===== config.mk =====
export PLATFORM = sky130hd
export DESIGN_NAME = mem_stage
export DESIGN_NICKNAME = d
export VERILOG_FILES = /design/src/rtl/mem_pkg.sv /design/src/rtl/mem_stage_store_align.sv /design/src/rtl/mem_stage.sv
export SDC_FILE = /design/constraint.sdc
export NUM_CORES = 1
export LEC_CHECK = 0
export BUFFER_PORTS_ARGS = -buffer_cell sky130_fd_sc_hd__buf_4
export CELL_PAD_IN_SITES_DETAIL_PLACEMENT = 1
export CELL_PAD_IN_SITES_GLOBAL_PLACEMENT = 2
export CORE_UTILIZATION = 29
export DETAILED_ROUTE_END_ITERATION = 6
export PLACE_DENSITY = 0.84
export SKIP_CTS_REPAIR_TIMING = 1
export SLEW_MARGIN = 20
export SYNTH_ARGS = -nofsm -noshare
export SYNTH_HDL_FRONTEND = slang
export SYNTH_HIERARCHICAL = 1
export SYNTH_SLANG_ARGS = --single-unit

===== constraint.sdc =====
create_clock -name i_clk -period 2.2 [get_ports i_clk]
set_input_delay 0.44 -clock i_clk [delete_from_list [all_inputs] [get_ports i_clk]]
set_output_delay 0.44 -clock i_clk [all_outputs]
set_load 0.01 [all_outputs]

===== src/rtl/mem_pkg.sv =====
// -----------------------------------------------------------------------------
// mem_pkg
// Shared definitions for the RV32 memory-access stage:
//   - load/store funct3 encodings
//   - mem_stage FSM state encoding
//   - latched request record carried from EX acceptance to completion
// -----------------------------------------------------------------------------
package mem_pkg;

  localparam int MEM_XLEN = 32;
  localparam int MEM_RD_W = 5;

  localparam logic [2:0] F3_B  = 3'b000;
  localparam logic [2:0] F3_H  = 3'b001;
  localparam logic [2:0] F3_W  = 3'b010;
  localparam logic [2:0] F3_BU = 3'b100;
  localparam logic [2:0] F3_HU = 3'b101;

  typedef enum logic [1:0] {
    ST_IDLE = 2'd0,
    ST_REQ  = 2'd1,
    ST_RESP = 2'd2
  } state_e;

  // One EX result as captured at accept time.
  typedef struct packed {
    logic [MEM_XLEN-1:0] addr;
    logic [MEM_XLEN-1:0] sdata;
    logic [2:0]          funct3;
    logic [MEM_RD_W-1:0] rd;
    logic                load;
    logic                store;
    logic                reg_write;
  } req_t;

endpackage


===== src/rtl/mem_stage_store_align.sv =====
// -----------------------------------------------------------------------------
// store_align
// Combinational byte-enable and lane-replicated write data for stores.
// Ports:
//   size_i     : funct3[1:0] of the store (B/H/W)
//   addr_lo_i  : effective address bits [1:0]
//   data_i     : rs2 value
//   mask_o     : byte enables (bit n = byte lane n)
//   wdata_o    : store data replicated across all lanes of its size
// Halfword stores use addr[1] only; word stores ignore addr[1:0].
// -----------------------------------------------------------------------------
module store_align
  import mem_pkg::*;
(
  input  logic [1:0]          size_i,
  input  logic [1:0]          addr_lo_i,
  input  logic [MEM_XLEN-1:0] data_i,
  output logic [3:0]          mask_o,
  output logic [MEM_XLEN-1:0] wdata_o
);

  always_comb begin
    mask_o  = 4'b1111;
    wdata_o = data_i;
    case (size_i)
      F3_B[1:0]: begin
        mask_o  = 4'b0001 << addr_lo_i;
        wdata_o = {4{data_i[7:0]}};
      end
      F3_H[1:0]: begin
        mask_o  = addr_lo_i[1] ? 4'b1100 : 4'b0011;
        wdata_o = {2{data_i[15:0]}};
      end
      default: begin
        mask_o  = 4'b1111;
        wdata_o = data_i;
      end
    endcase
  end

endmodule


===== src/rtl/mem_stage.sv =====
// -----------------------------------------------------------------------------
// mem_stage
// RV32 memory-access stage between execute and writeback. Accepts one EX
// result per i_valid/!o_stall handshake, issues at most one data-memory
// access (ready/rvalid handshake), and registers the MEM/WB boundary.
// Writeback performs the final lane extraction and sign/zero extension.
//
// Optional build macro: MEM_MISALIGN_TRAP_EN
//   Defined  : misaligned LH/LHU/SH/LW/SW skip the memory, complete next
//              cycle with o_reg_write=0 and o_misaligned=1.
//   Undefined: no o_misaligned port; halfword ignores addr[0], word ignores
//              addr[1:0].
//
// Ports:
//   i_clk, i_rst (async, active-low)
//   EX side : i_valid, i_ex_data, i_store_data, i_mem_read, i_mem_write,
//             i_funct3, i_rd_addr, i_reg_write, o_stall
//   DMEM    : o_dmem_req, o_dmem_addr, o_dmem_wen, o_dmem_mask, o_dmem_wdata,
//             i_dmem_ready, i_dmem_rvalid, i_dmem_rdata
//   WB side : o_wb_valid (1-cycle pulse), o_ex_data_out, o_dmem_rdata,
//             o_mem_read, o_is_word, o_is_h_or_b, o_is_unsigned_ld,
//             o_rd_addr, o_reg_write [, o_misaligned]
// -----------------------------------------------------------------------------
module mem_stage
  import mem_pkg::*;
#(
  parameter int XLEN    = 32,
  parameter int RADDR_W = 5
) (
  input  logic               i_clk,
  input  logic               i_rst,
  input  logic               i_valid,
  input  logic [XLEN-1:0]    i_ex_data,
  input  logic [XLEN-1:0]    i_store_data,
  input  logic               i_mem_read,
  input  logic               i_mem_write,
  input  logic [2:0]         i_funct3,
  input  logic [RADDR_W-1:0] i_rd_addr,
  input  logic               i_reg_write,
  output logic               o_stall,
  output logic               o_dmem_req,
  output logic [XLEN-1:0]    o_dmem_addr,
  output logic               o_dmem_wen,
  output logic [3:0]         o_dmem_mask,
  output logic [XLEN-1:0]    o_dmem_wdata,
  input  logic               i_dmem_ready,
  input  logic               i_dmem_rvalid,
  input  logic [XLEN-1:0]    i_dmem_rdata,
  output logic               o_wb_valid,
  output logic [XLEN-1:0]    o_ex_data_out,
  output logic [XLEN-1:0]    o_dmem_rdata,
  output logic               o_mem_read,
  output logic               o_is_word,
  output logic               o_is_h_or_b,
  output logic               o_is_unsigned_ld,
  output logic [RADDR_W-1:0] o_rd_addr,
`ifdef MEM_MISALIGN_TRAP_EN
  output logic               o_misaligned,
`endif
  output logic               o_reg_write
);

  state_e state_q, state_d;
  req_t   req_q, req_d;
  req_t   in_req;
  req_t   cpl_src;
  logic   cpl_en;
  logic [XLEN-1:0] cpl_rdata;
  logic   in_misal;

  logic               wb_valid_q, wb_valid_d;
  logic [XLEN-1:0]    ex_out_q, ex_out_d;
  logic [XLEN-1:0]    rdata_q, rdata_d;
  logic               mread_q, mread_d;
  logic               is_word_q, is_word_d;
  logic               is_hb_q, is_hb_d;
  logic               is_uns_q, is_uns_d;
  logic [RADDR_W-1:0] rd_q, rd_d;
  logic               rw_q, rw_d;
`ifdef MEM_MISALIGN_TRAP_EN
  logic               cpl_mis;
  logic               mis_q, mis_d;
`endif

  logic [3:0]      st_mask;
  logic [XLEN-1:0] st_wdata;

  // Store+load together is a store.
  always_comb begin
    in_req           = '0;
    in_req.addr      = i_ex_data;
    in_req.sdata     = i_store_data;
    in_req.funct3    = i_funct3;
    in_req.rd        = i_rd_addr;
    in_req.load      = i_mem_read & ~i_mem_write;
    in_req.store     = i_mem_write;
    in_req.reg_write = i_reg_write;
  end

`ifdef MEM_MISALIGN_TRAP_EN
  always_comb begin
    in_misal = 1'b0;
    if (i_mem_read || i_mem_write) begin
      if (i_funct3[1:0] == F3_H[1:0]) in_misal = i_ex_data[0];
      if (i_funct3[1:0] == F3_W[1:0]) in_misal = |i_ex_data[1:0];
    end
  end
`else
  assign in_misal = 1'b0;
`endif

  // Next state and request latch. Non-memory (and trapped) ops complete
  // straight from IDLE using the incoming fields.
  always_comb begin
    state_d   = state_q;
    req_d     = req_q;
    cpl_en    = 1'b0;
    cpl_src   = req_q;
    cpl_rdata = '0;
`ifdef MEM_MISALIGN_TRAP_EN
    cpl_mis   = 1'b0;
`endif
    case (state_q)
      ST_IDLE: begin
        if (i_valid) begin
          req_d = in_req;
          if ((in_req.load || in_req.store) && !in_misal) begin
            state_d = ST_REQ;
          end else begin
            cpl_en  = 1'b1;
            cpl_src = in_req;
`ifdef MEM_MISALIGN_TRAP_EN
            cpl_mis = in_misal;
`endif
          end
        end
      end
      ST_REQ: begin
        if (i_dmem_ready) begin
          if (req_q.store) begin
            cpl_en  = 1'b1;
            state_d = ST_IDLE;
          end else begin
            state_d = ST_RESP;
          end
        end
      end
      ST_RESP: begin
        if (i_dmem_rvalid) begin
          cpl_en    = 1'b1;
          cpl_rdata = i_dmem_rdata;
          state_d   = ST_IDLE;
        end
      end
      default: state_d = ST_IDLE;
    endcase
  end

  // MEM/WB boundary: fields hold until the next completion.
  always_comb begin
    wb_valid_d = cpl_en;
    ex_out_d   = ex_out_q;
    rdata_d    = rdata_q;
    mread_d    = mread_q;
    is_word_d  = is_word_q;
    is_hb_d    = is_hb_q;
    is_uns_d   = is_uns_q;
    rd_d       = rd_q;
    rw_d       = rw_q;
`ifdef MEM_MISALIGN_TRAP_EN
    mis_d      = mis_q;
`endif
    if (cpl_en) begin
      ex_out_d  = cpl_src.addr;
      rdata_d   = cpl_rdata;
      mread_d   = cpl_src.load;
      is_word_d = (cpl_src.funct3[1:0] == F3_W[1:0]);
      is_hb_d   = (cpl_src.funct3[1:0] == F3_H[1:0]);
      is_uns_d  = cpl_src.funct3[2];
      rd_d      = cpl_src.rd;
`ifdef MEM_MISALIGN_TRAP_EN
      rw_d      = cpl_src.reg_write & ~cpl_mis;
      mis_d     = cpl_mis;
`else
      rw_d      = cpl_src.reg_write;
`endif
    end
  end

  always_ff @(posedge i_clk or negedge i_rst) begin
    if (!i_rst) begin
      state_q    <= ST_IDLE;
      req_q      <= '0;
      wb_valid_q <= 1'b0;
      ex_out_q   <= '0;
      rdata_q    <= '0;
      mread_q    <= 1'b0;
      is_word_q  <= 1'b0;
      is_hb_q    <= 1'b0;
      is_uns_q   <= 1'b0;
      rd_q       <= '0;
      rw_q       <= 1'b0;
`ifdef MEM_MISALIGN_TRAP_EN
      mis_q      <= 1'b0;
`endif
    end else begin
      state_q    <= state_d;
      req_q      <= req_d;
      wb_valid_q <= wb_valid_d;
      ex_out_q   <= ex_out_d;
      rdata_q    <= rdata_d;
      mread_q    <= mread_d;
      is_word_q  <= is_word_d;
      is_hb_q    <= is_hb_d;
      is_uns_q   <= is_uns_d;
      rd_q       <= rd_d;
      rw_q       <= rw_d;
`ifdef MEM_MISALIGN_TRAP_EN
      mis_q      <= mis_d;
`endif
    end
  end

  store_align u_store_align (
    .size_i    (req_q.funct3[1:0]),
    .addr_lo_i (req_q.addr[1:0]),
    .data_i    (req_q.sdata),
    .mask_o    (st_mask),
    .wdata_o   (st_wdata)
  );

  // DMEM port is driven from the latched request only while in REQ, so it
  // is stable until ready and quiet (all zero) otherwise.
  assign o_stall      = (state_q != ST_IDLE);
  assign o_dmem_req   = (state_q == ST_REQ);
  assign o_dmem_addr  = o_dmem_req ? {req_q.addr[XLEN-1:2], 2'b00} : '0;
  assign o_dmem_wen   = o_dmem_req & req_q.store;
  assign o_dmem_mask  = o_dmem_req ? (req_q.store ? st_mask : 4'b1111) : 4'b0000;
  assign o_dmem_wdata = o_dmem_wen ? st_wdata : '0;

  assign o_wb_valid       = wb_valid_q;
  assign o_ex_data_out    = ex_out_q;
  assign o_dmem_rdata     = rdata_q;
  assign o_mem_read       = mread_q;
  assign o_is_word        = is_word_q;
  assign o_is_h_or_b      = is_hb_q;
  assign o_is_unsigned_ld = is_uns_q;
  assign o_rd_addr        = rd_q;
  assign o_reg_write      = rw_q;
`ifdef MEM_MISALIGN_TRAP_EN
  assign o_misaligned     = mis_q;
`endif

endmodule


Word-level counts from Yosys, hierarchy flattened
Index checks and enable logic that the tools add are counted.
{"block": "totals", "register_bits": 152, "in_bits": 112, "out_inout_bits": 146, "wordCells": 60}
{"block": "op_classes", "n_eq_ne": 9, "shift": 1, "n_mux": 24, "bitwise_logic": 3, "reduce_logical": 6}
{"operator": "75-bit 2-to-1 mux", "count": 3}
{"operator": "32-bit 2-to-1 mux", "count": 4}
{"operator": "32-bit case mux with 2 select lines", "count": 1}
{"operator": "4-bit 2-to-1 mux", "count": 3}
{"operator": "2-bit 2-to-1 mux", "count": 5}
{"operator": "4-bit case mux with 2 select lines", "count": 1}
{"operator": "2-bit by 1-bit == test with 1-bit output (second input constant)", "count": 3}
{"operator": "2-bit inequality test (second input constant)", "count": 3}
{"operator": "2-bit case mux with 3 select lines", "count": 1}
{"operator": "1-bit 2-to-1 mux", "count": 5}
{"operator": "2-bit == test (second input constant)", "count": 2}
{"operator": "2-bit logical NOT", "count": 2}
{"operator": "4-bit AND reduction", "count": 1}
{"operator": "1-bit by 2-bit left shift with 4-bit output (first input constant)", "count": 1}
{"operator": "1-bit case mux with 3 select lines", "count": 1}
{"operator": "1-bit bitwise AND", "count": 2}
{"operator": "2-bit by 1-bit inequality test with 1-bit output (second input constant)", "count": 1}
{"operator": "2-bit AND reduction", "count": 1}
{"operator": "2-bit nonzero test", "count": 1}
{"operator": "1-bit logical OR", "count": 1}
{"operator": "1-bit NOT", "count": 1}

Depth between registers and ports, before layout
Gate-level depths: netlist of the first run.
{"block": "logic_depth", "ltp_word": 7, "ltp_mapped": 7}

By module
Netlist of the first run, hierarchy kept.
{"module": "mem_stage", "n_inst": 1, "cells_each": 738, "area_each_um2": 6720.2, "seq_area_each_um2": 3803.6}
{"module": "store_align", "n_inst": 1, "cells_each": 60, "area_each_um2": 524.3, "seq_area_each_um2": 0.0}

Worst setup path after synthesis of the first run
No wires, ideal clock.
{"block": "synth_timing", "kind": "register -> output", "from": "register state_q[1]", "to": "output o_dmem_wdata[10]", "arrival_ns": 1.334, "required_ns": 1.760, "setup_slack_ns": 0.426, "path_stages_with_launch": 7, "n_path_buf": 2, "path_cell_list": "dfrtp_1 -> inv_1 -> nand2_1 -> inv_1 -> clkbuf_1 -> clkbuf_1 -> and3_1"}
{"block": "synth_via", "elab_chain_len": 3}
{"item": "start: declaration", "line": "mem_stage.sv:63", "rtl": "state_e state_q, state_d;"}
{"item": "start signal: assignment", "line": "mem_stage.sv:207", "rtl": "state_q <= state_d;"}
{"item": "2-bit by 1-bit == test with 1-bit output", "line": "mem_stage.sv:235", "rtl": "assign o_dmem_req = (state_q == ST_REQ);"}
{"item": "1-bit bitwise AND", "line": "mem_stage.sv:237", "rtl": "assign o_dmem_wen = o_dmem_req & req_q.store;"}
{"item": "32-bit 2-to-1 mux", "line": "mem_stage.sv:239", "rtl": "assign o_dmem_wdata = o_dmem_wen ? st_wdata : '0;"}
{"item": "end: declaration", "line": "mem_stage.sv:45", "rtl": "output logic [XLEN-1:0] o_dmem_wdata,"}
Every way passes these cells.

Final worst setup path of the first run
{"block": "layout_timing", "from": "register req_q[8] (netlist bit)", "to": "output o_dmem_wdata[14]"}
{"block": "layout_via", "elab_chain_len": 3, "word_cells_on_any_way": 4}
{"item": "start: declaration", "line": "mem_stage.sv:64", "rtl": "req_t req_q, req_d;"}
{"item": "start signal: assignment", "line": "mem_stage.sv:208", "rtl": "req_q <= req_d;"}
{"item": "2-bit by 1-bit == test with 1-bit output / 2-bit logical NOT (equally long branches)", "line": "mem_stage_store_align.sv:25", "rtl": "case (size_i)"}
{"item": "32-bit case mux with 2 select lines (*)", "line": "mem_stage_store_align.sv:25"}
{"item": "named net st_wdata[14]", "line": "mem_stage.sv:86", "rtl": "logic [XLEN-1:0] st_wdata;"}
{"item": "32-bit 2-to-1 mux (*)", "line": "mem_stage.sv:239"}
Mark *: on every way through the listed nets, which the timed path passes. The rest lies on a longest branch.

==> reports/summary.txt, run 1 <==
Status -> complete, no violations
GPL Wtd Cong -> 0.793
Vias -> 6707
Setup_tns -> 0 ps
Share of the synthesized area in the top cell type -> 52.5%
Critical Path Max Stage Delay -> 450 ps
Int Power -> 8.88 mW
Critical path class -> reg2out
Post-Syn Instances -> 798
Global-route usage over all layers -> 20.2%
Post-DR vias/cell -> 4.94
Syn Area/Cell -> 9.08 µm²
Die ar. -> 25600 µm²
Synthesized area -> 7240 µm²
Critical path depth -> 5
Largest net degree at the start of global routing -> 64
Worst r2r src -> state_q[0]
CTS buffer count -> 17
Req. time, crit path -> 1760 ps
Drt wl/cell -> 19.0 µm
Critical path origin -> req_q[8]
Hold wc startpoint -> i_store_data[22]
Pwr Total -> 14.6 mW
Worst hold-check path type -> in2reg
Pins Over Slew Limit -> 0
Largest cells by area after synthesis -> dfrtp_1 53%, nand2_1 12%, a22o_1 3.9%
Final WL -> 25800 µm
Port Buf Inserts -> 255
DRC -> 0
First-pass iteration count of the detailed router -> 4
Final core occ -> 42.1%
CP max-delay cell -> dfrtp_2
Family with the most delay on the worst path -> flip-flops
Final hold slack -> 199 ps
Final period utilization -> 99.9%
Die X -> 160 µm
Data arrival time of the critical path -> 1760 ps
Final hold viol count -> 0
Library cells used by synthesis -> 36
Overflow after GRT -> 0
Pre-CTS setup slack -> 321 ps
Register bit count reported by yosys -> 152
# rows -> 57
DRT iter0 DRCs -> 328
Maximum VDD drop -> 0.444 mV
Sequential share of power -> 35.1%
CP cell instances -> nor2_4 > buf_12 > mux2_4 > and3_4 > buf_6
CTS root buf -> clkbuf_16
Final setup fails -> 0
Max-slew headroom -> 65.2%
Skew-Pair Late Insertion Delay -> 440 ps
Starting Density -> 29.7%
Layout cell share with drive strength beyond 1 -> 35.0%
Synth area leader -> dfrtp_1
Sw Ratio -> 39.1%
Area grow syn2layout -> 41.7%
CP Capture Type -> output port
Hold Crit Depth -> 3
Max Cap Viol -> 0
Crit Path Max Fanout -> 8
Worst Skew -> 18.1 ps
Count of buffer and inverter cells on the critical path -> 2
Unrepaired setup endpoints after global routing -> yes
First-pass GRT wire length -> 40200 µm
Leak -> 5.24 nW
Hpwl dp -> 17300 µm
Area of the core -> 24400 µm²
Final nets -> 1131
YS warnings -> 6
Io pins -> 258
NetSw -> 5.69 mW
Vias in the first global route -> 6926
Final ANT Viol Nets -> 0
Startpoint types -> flip-flop
PD cells -> 1420 nW/µm²
Register area share after synthesis -> 52.5%
Worst slew pin tran -> 522 ps
H-tree level count -> 4
Max Clk Rate -> 455 MHz
Die span in y -> 160 µm
R2R depth -> 4
Clock transition at path regs -> 70 ps
CTS tree -> built
Clock group share of total power -> 21.2%
PnR worst setup slack -> 1.18 ps
Crit path time final -> 2200 ps
Combinational share of power -> 43.7%
Initial antenna violation count -> 2
CTS sink count -> 152
CTS max path bufs -> 2
==> layout by cell type, fill, tap and decap left out, types with 2 or more instances in the layout <==
master / instances
a21oi_1: 4
a22o_1: 32
a31oi_1: 41
and2_1: 31
and3_1: 24
and3_4: 8
buf_12: 11
buf_4: 255
buf_6: 12
bufinv_16: 2
clkbuf_16: 18
conb_1: 2
dfrtp_1: 148
dfrtp_2: 4
diode_2: 2
inv_1: 6
inv_6: 8
inv_8: 4
mux2_2: 8
mux2_4: 8
mux2i_1: 7
nand2_1: 233
nand3_1: 42
nand3b_1: 2
nor2_1: 2
nor2b_1: 5
nor3_1: 41
o21ai_0: 42
o21ai_2: 8
o21bai_1: 4
or2_2: 2
==> kinds of logic after synthesis <==
| logic type | count (synthesis) | share of synthesized area, % |
|---|---|---|
| muxes | 24 | 3.59 |
| AOI/OAI and AO/OA | 135 | 12.6 |
| buffers and inverters | 88 | 6.20 |
| DFF | 152 | 52.5 |
| and+or+nand+nor | 398 | 25.1 |
| other | 1 | 0.0518 |
==> area by class of cell <==
| cell class | instances | area [µm²] |
|---|---|---|
| Clock inverter | 15 | 180 |
| Fill cell | 2834 | 14100 |
| Tap cell | 324 | 405 |
| Timing Repair Buffer | 281 | 2320 |
| Clock buffer | 17 | 425 |
| Multi-Input combinational cell | 559 | 3090 |
| Antenna cell | 2 | 5.00 |
| Inverter | 8 | 32.5 |
| Sequential cell | 152 | 3810 |
==> sequential cells by signal (all words and copies together) (netlist names) <==
| register | cells |
|---|---|
| o_reg_write | 1 |
| o_ex_data_out | 32 |
| o_wb_valid | 1 |
| o_is_h_or_b | 1 |
| o_is_word | 1 |
| state_q | 2 |
| o_is_unsigned_ld | 1 |
| o_dmem_rdata | 32 |
| o_rd_addr | 5 |
| req_q | 75 |
| o_mem_read | 1 |
==> worst min-delay path, delay by kind of cell <==
kind                   cells  cell delay [ps]
and+or+nand+nor            2               80
buffers and inverters      1               80
==> synth_stat cells, drive strengths merged <==
cell type / instances
nand3: 42
mux2i: 8
a211oi: 1
and2: 31
o32ai: 1
buf: 30
a21oi: 4
nand4b: 1
inv: 8
and4b: 1
and3: 32
nor3b: 1
o21bai: 4
dfrtp: 152
a31oi: 41
conb: 1
and3b: 1
or2: 2
nand2: 235
a22o: 32
clkbuf: 50
nor2b: 5
o21ai: 50
o22ai: 1
a21boi: 1
nor2: 3
nor3: 41
or3b: 1
mux2: 16
nand3b: 2
==> per-stage QoR <==
| stage | area, µm² | cells |
|---|---|---|
| after global placement | 9460 | 1320 |
| after floorplan | 7250 | 799 |
| final | 10300 | 1358 |
| after global routing | 10300 | 1358 |
| after detailed placement | 9460 | 1320 |
| after CTS | 10100 | 1352 |
==> worst paths after layout <==
path / slack [ps] / endpoint
hold / removal: 200 / req_q[33]
setup / recovery: 1 / o_dmem_wdata[14]
min in group asynchronous: 460 / req_q[38]
hold reg to reg: 470 / req_q[0]
setup reg to reg: 410 / o_ex_data_out[0]
max in group asynchronous: 1070 / req_q[8]
==> power by group through the flow <==
stage | logic (mW) | clock network [mW] | registers, mW
after floorplan | 3.36 | 0 | 5.00
after global routing | 6.98 | 3.31 | 5.26
final | 6.36 | 3.09 | 5.11
after global placement | 5.94 | 0 | 5.10
after detailed placement | 6.08 | 0 | 5.09
after CTS | 6.09 | 3.17 | 5.08
==> per-layer routing <==
layer  up-vias  GRT usage (%)  wire length (µm)
met2       205           31.5             12200
li1       3148              -                 -
met3        16           5.40              1690
met1      3338           27.3             11600
met4         0           5.67               263
met5         -              0                 0
Note: power is estimated with default switching activity, not from simulation.
==> inputs of run 2 (changes only) <==
CORE_UTILIZATION = 28   (was 29)
PLACE_DENSITY = 0.83   (was 0.84)
SYNTH_HIERARCHICAL = unset   (was 1)
==> run 2 against run 1 <==
  * Global-route usage is 0.46 points lower
  * Clock-buffer cell count did not move
  * Synthesized cell count shrank 1.8%
  * Power is 3.7% lower
  * Largest cell class unchanged
  * Largest power group unchanged
==> reports/summary.txt, run 2 <==
Status -> complete, no violations
Post-synth top flop -> dfrtp_1
Synth area leader -> dfrtp_1
Crit Path Max Fanout -> 9
Largest net degree at the start of global routing -> 61
Ys async rst share -> 100%
Placed inst area -> 9400 µm²
Max Cap Viol -> 0
Critical path class -> reg2out
Final ANT Viol Nets -> 0
Leak -> 5.11 nW
Global-route usage over all layers -> 19.7%
Library cells used by synthesis -> 35
YS warnings -> 0
GRT busiest layer -> met2
CP Capture Type -> output port
Pins Over Slew Limit -> 0
Area of the core -> 24500 µm²
# rows -> 57
Final WL -> 25300 µm
Worst hold-check path type -> in2reg
Largest cells by area after synthesis -> dfrtp_1 54%, nand2_1 12%, a22o_1 4.0%
Hpwl dp -> 17300 µm
Overflow after GRT -> 0
R2R depth -> 5
Maximum VDD drop -> 0.498 mV
Final hold slack -> 206 ps
Worst reg2reg setup slack -> 330 ps
Unrepaired setup endpoints after global routing -> yes
Crit path time final -> 2120 ps
Clock transition at path regs -> 70 ps
Vias in the first global route -> 6853
CTS max path bufs -> 2
Initial antenna violation count -> 0
Grt met2 use -> 31.6%
Syn Area/Cell -> 8.98 µm²
Post-synth EDFFs -> 0
Met1 usage -> 26.6%
Drt wl/cell -> 18.6 µm
Worst r2r src -> state_q[0]
Layout cell share with drive strength beyond 1 -> 33.0%
Largest register by flop count -> req_q
Pwr Total -> 14.0 mW
Area grow syn2layout -> 43.3%
Worst Skew -> 13.6 ps
Io pins -> 258
Final setup fails -> 0
First-pass GRT wire length -> 39600 µm
Final hold viol count -> 0
Skew-Pair Late Insertion Delay -> 430 ps
Hold Crit Depth -> 3
Top-count cell post-synth -> nand2_1
Die span in y -> 161 µm
Commonest non-fill, non-tap cell in the layout -> buf_4
DRT iter0 DRCs -> 250
Reg2reg end -> o_ex_data_out[22]
CTS root buf -> clkbuf_16
Die ar. -> 25800 µm²
Commonest cells after routing, fill and taps aside -> 276 x buf_4, 233 x nand2_1, 148 x dfrtp_1
ANT cells -> 0
Starting Density -> 28.8%
PD cells -> 1390 nW/µm²
First-pass iteration count of the detailed router -> 6
Startpoint types -> flip-flop
Worst slew pin tran -> 621 ps
Share of the synthesized area in the top cell type -> 54.0%
Final instance area -> 10100 µm²
CTS buffer count -> 17
Post-Syn Instances -> 784
CTS tree -> built
Register area share after synthesis -> 54.0%
Port Buf Inserts -> 255
DRC -> 0
CTS sink count -> 152
Synthesized area -> 7040 µm²
Met3 Usage GRT -> 4.29%
H-tree level count -> 4
Max Clk Rate -> 471 MHz
Final period utilization -> 96.5%
Die X -> 161 µm
Critical Path End -> o_dmem_wdata[24]
Top cells by instance count after synthesis -> 234 x nand2_1, 152 x dfrtp_1, 52 x o21ai_0, 45 x clkbuf_1, 42 x nand3_1
Req. time, crit path -> 1760 ps
Largest register FFs -> 75
GPL Wtd Cong -> 0.755
Vias -> 6573
Post-DR vias/cell -> 4.83
Final nets -> 1137
Data arrival time of the critical path -> 1680 ps
Register bit count reported by yosys -> 152
Max-slew headroom -> 58.5%
Critical path origin -> req_q[8]
==> run 2: worst min-delay path by stage <==
stage	startpoint	slack, ps	end
after floorplan	i_rst	140	o_dmem_rdata[0]
after global placement	i_rst	270	o_ex_data_out[15]
after detailed placement	i_rst	270	o_ex_data_out[15]
after CTS	i_rst	-190	o_ex_data_out[15]
after global routing	i_store_data[28]	190	req_q[39]
final	i_store_data[28]	210	req_q[39]
==> run 2: cell families (layout without fill, tap and decap cells) <==
logic type	Yosys count	count (layout)	share of synthesized area [%]
AND/OR/NAND/NOR	393	393	24.8
flip-flops	152	152	54.0
AO/OA/AOI/OAI	141	141	12.8
buffers and inverters	73	326	4.78
multiplexers	24	24	3.55
other	1	2	0.0533
==> run 2: area by class of cell <==
class | count | area (µm²)
Sequential cell | 152 | 3810
Clock buffer | 17 | 425
Inverter | 3 | 11.3
Fill cell | 2859 | 14400
Clock inverter | 15 | 174
Timing Repair Buffer | 291 | 2340
Multi-Input combinational cell | 560 | 2920
Tap cell | 324 | 405
==> run 2: stage by stage <==
step	utilization [%]	cells	TNS [ps]	worst slack, ps
4_1_cts	40.9	1355	-3830	-111
3_5_place_dp	38.4	1323	0	368
6_report	41.2	1362	0	77.7
5_1_grt	41.2	1362	-26.9	-14.0
3_3_place_gp	38.4	1323	0	401
2_1_floorplan	-	785	0	352
==> run 2: worst max-delay path, stage by stage, from the launching register on <==
cell and delay, ps:
dfrtp_2 420, buf_12 140, mux2_2 360, mux2i_1 140, nor2_1 60, buf_4 150
==> run 2: metal layers <==
layer | part of all wire, % | wire (µm)
met5 | 0 | 0
met2 | 48 | 12000
met3 | 5.7 | 1450
met4 | 1.5 | 377
met1 | 45 | 11400
==> run 2: report_power, final <==
part	switching [mW]	leakage (nW)	total [mW]	internal [mW]
logic	3.16	2.93	6.05	2.89
registers	0.953	1.89	5.01	4.06
clock network	1.42	0.294	2.96	1.54
==> inputs of run 3 (changes only) <==
RECOVER_POWER = 50   (was unset)
SETUP_SLACK_MARGIN = 0.3   (was unset)
TNS_END_PERCENT = 100   (was unset)
==> run 3 against run 2 <==
  * Routed wire length up 6.6%
  * Critical path type unchanged
  * Power up 4.9%
  * Clock skew decreased by 0.60 ps
  * Sequential power up 1%
  * Clock power about the same
  * Critical path depth is 1 higher
  * Hold slack about the same
  * Clock-buffer cell count did not move
  * Worst setup slack worse by 26 ps
  * Largest power group unchanged
==> reports/summary.txt, run 3 (synthesized netlist as in run 2, its figures left out) <==
Commonest non-fill, non-tap cell in the layout -> nand2_1
Reg2reg end -> o_ex_data_out[25]
Final nets -> 1150
Area of the core -> 24500 µm²
Largest register by flop count -> req_q
Critical path depth -> 6
Vias -> 6751
CTS max path bufs -> 2
CP cell instances -> nand2b_4 > clkinv_8 > buf_12 > clkbuf_16 > and2_4 > buf_4
Data arrival time of the critical path -> 1710 ps
CP max-delay cell -> dfrtp_2
Die ar. -> 25800 µm²
Final WL -> 27000 µm
ANT cells -> 0
Count of buffer and inverter cells on the critical path -> 4
DRC -> 0
Layout cell share with drive strength beyond 1 -> 32.2%
Io pins -> 258
Final hold slack -> 206 ps
Critical path class -> reg2out
Post-DR vias/cell -> 4.91
Final ANT Viol Nets -> 0
CTS buffer count -> 17
Worst slew pin tran -> 918 ps
CP Capture Type -> output port
Unrepaired setup endpoints after global routing -> yes
Global-route usage over all layers -> 19.7%
# rows -> 57
Cell count after placement -> 1323
First-pass GRT wire length -> 39600 µm
Pins Over Slew Limit -> 0
Fillers -> 2859
Family with the most delay on the worst path -> buffers and inverters
Worst r2r src -> state_q[0]
PD cells -> 1420 nW/µm²
Startpoint types -> flip-flop
Clock transition at path regs -> 70 ps
Final hold viol count -> 0
CTS tree -> built
Max-slew headroom -> 38.8%
Largest net degree at the start of global routing -> 61
Starting Density -> 28.8%
Skew-Pair Late Insertion Delay -> 430 ps
Area grow syn2layout -> 47.4%
Final period utilization -> 97.6%
Port Buf Inserts -> 255
Leak -> 5.05 nW
Max Clk Rate -> 466 MHz
Critical Path End -> o_dmem_addr[5]
Max Cap Viol -> 0
Req. time, crit path -> 1760 ps
Critical Path Max Stage Delay -> 470 ps
Crit path time final -> 2150 ps
DRT iter0 DRCs -> 251
Die X -> 161 µm
First-pass iteration count of the detailed router -> 4
Crit Path Max Fanout -> 8
Largest register FFs -> 75
Critical path origin -> state_q[0]
Worst hold-check path type -> in2reg
Status -> complete, no violations
Overflow after GRT -> 0
R2R depth -> 5
Maximum VDD drop -> 0.486 mV
GPL Wtd Cong -> 0.755
Layout Cells excl Fill -> 1375
Initial antenna violation count -> 0
Commonest cells after routing, fill and taps aside -> 232 x nand2_1, 180 x buf_4, 147 x dfrtp_1
Worst reg2reg setup slack -> 100 ps
Hpwl dp -> 17300 µm
CTS sink count -> 152
Worst Skew -> 13.0 ps
Die span in y -> 161 µm
Drt wl/cell -> 19.6 µm
H-tree level count -> 4
Final setup fails -> 0
CTS root buf -> clkbuf_16
Vias in the first global route -> 6853
-- run 3: worst min path at each step --
stage                         to  cells after the start  slack (ps)        startpoint
2_1_floorplan    o_dmem_rdata[0]                      0         140             i_rst
3_3_place_gp   o_ex_data_out[15]                      1         270             i_rst
3_5_place_dp   o_ex_data_out[15]                      1         270             i_rst
4_1_cts        o_ex_data_out[15]                      1        -190             i_rst
5_1_grt                req_q[39]                      3         190  i_store_data[28]
6_report               req_q[39]                      3         210  i_store_data[28]
-- run 3: power breakdown --
group          internal, mW  switching [mW]  total, mW
logic                  3.13            3.55       6.68
registers              4.06           0.998       5.06
clock network          1.54            1.43       2.97
total                  8.73            5.97       14.7
-- run 3: final cells by class --
type / instances / area [µm²] / area share [%]
Inverter: 3 / 23.8 / 0.229
Clock buffer: 17 / 425 / 4.10
Multi-Input combinational cell: 561 / 3120 / 30.0
Sequential cell: 152 / 3810 / 36.7
Timing Repair Buffer: 303 / 2430 / 23.4
Tap cell: 324 / 405 / 3.91
Clock inverter: 15 / 174 / 1.68
-- run 3: worst register-to-register path: cells and delay by family, from the launching register on --
kind | cells | cell delay [ps]
simple gates | 2 | 940
buf+inv | 2 | 500
flops | 1 | 470
compound gates | 1 | 60
-- run 3: routing by layer --
metal / vias to the layer above / wire, µm / global-route usage (%) / share of wire, %
li1: 3172 / - / - / -
met1: 3358 / 12200 / 26.6 / 45
met2: 194 / 12800 / 31.6 / 48
met3: 27 / 1420 / 4.29 / 5.3
met4: 0 / 486 / 5.80 / 1.8
met5: - / 0 / 0 / 0
-- run 3: through the flow --
step | total power, mW | setup WS (ps) | setup TNS (ps) | utilization (%) | instance area [µm²]
floorplan | 8.02 | 352 | 0 | - | 7050
global route | 15.6 | -4.73 | -5.38 | 42.4 | 10400
finish | 14.7 | 52.0 | 0 | 42.4 | 10400
CTS | 14.1 | -111 | -3830 | 40.9 | 10000
global placement | 10.9 | 401 | 0 | 38.4 | 9400
detailed placement | 11.0 | 368 | 0 | 38.4 | 9400
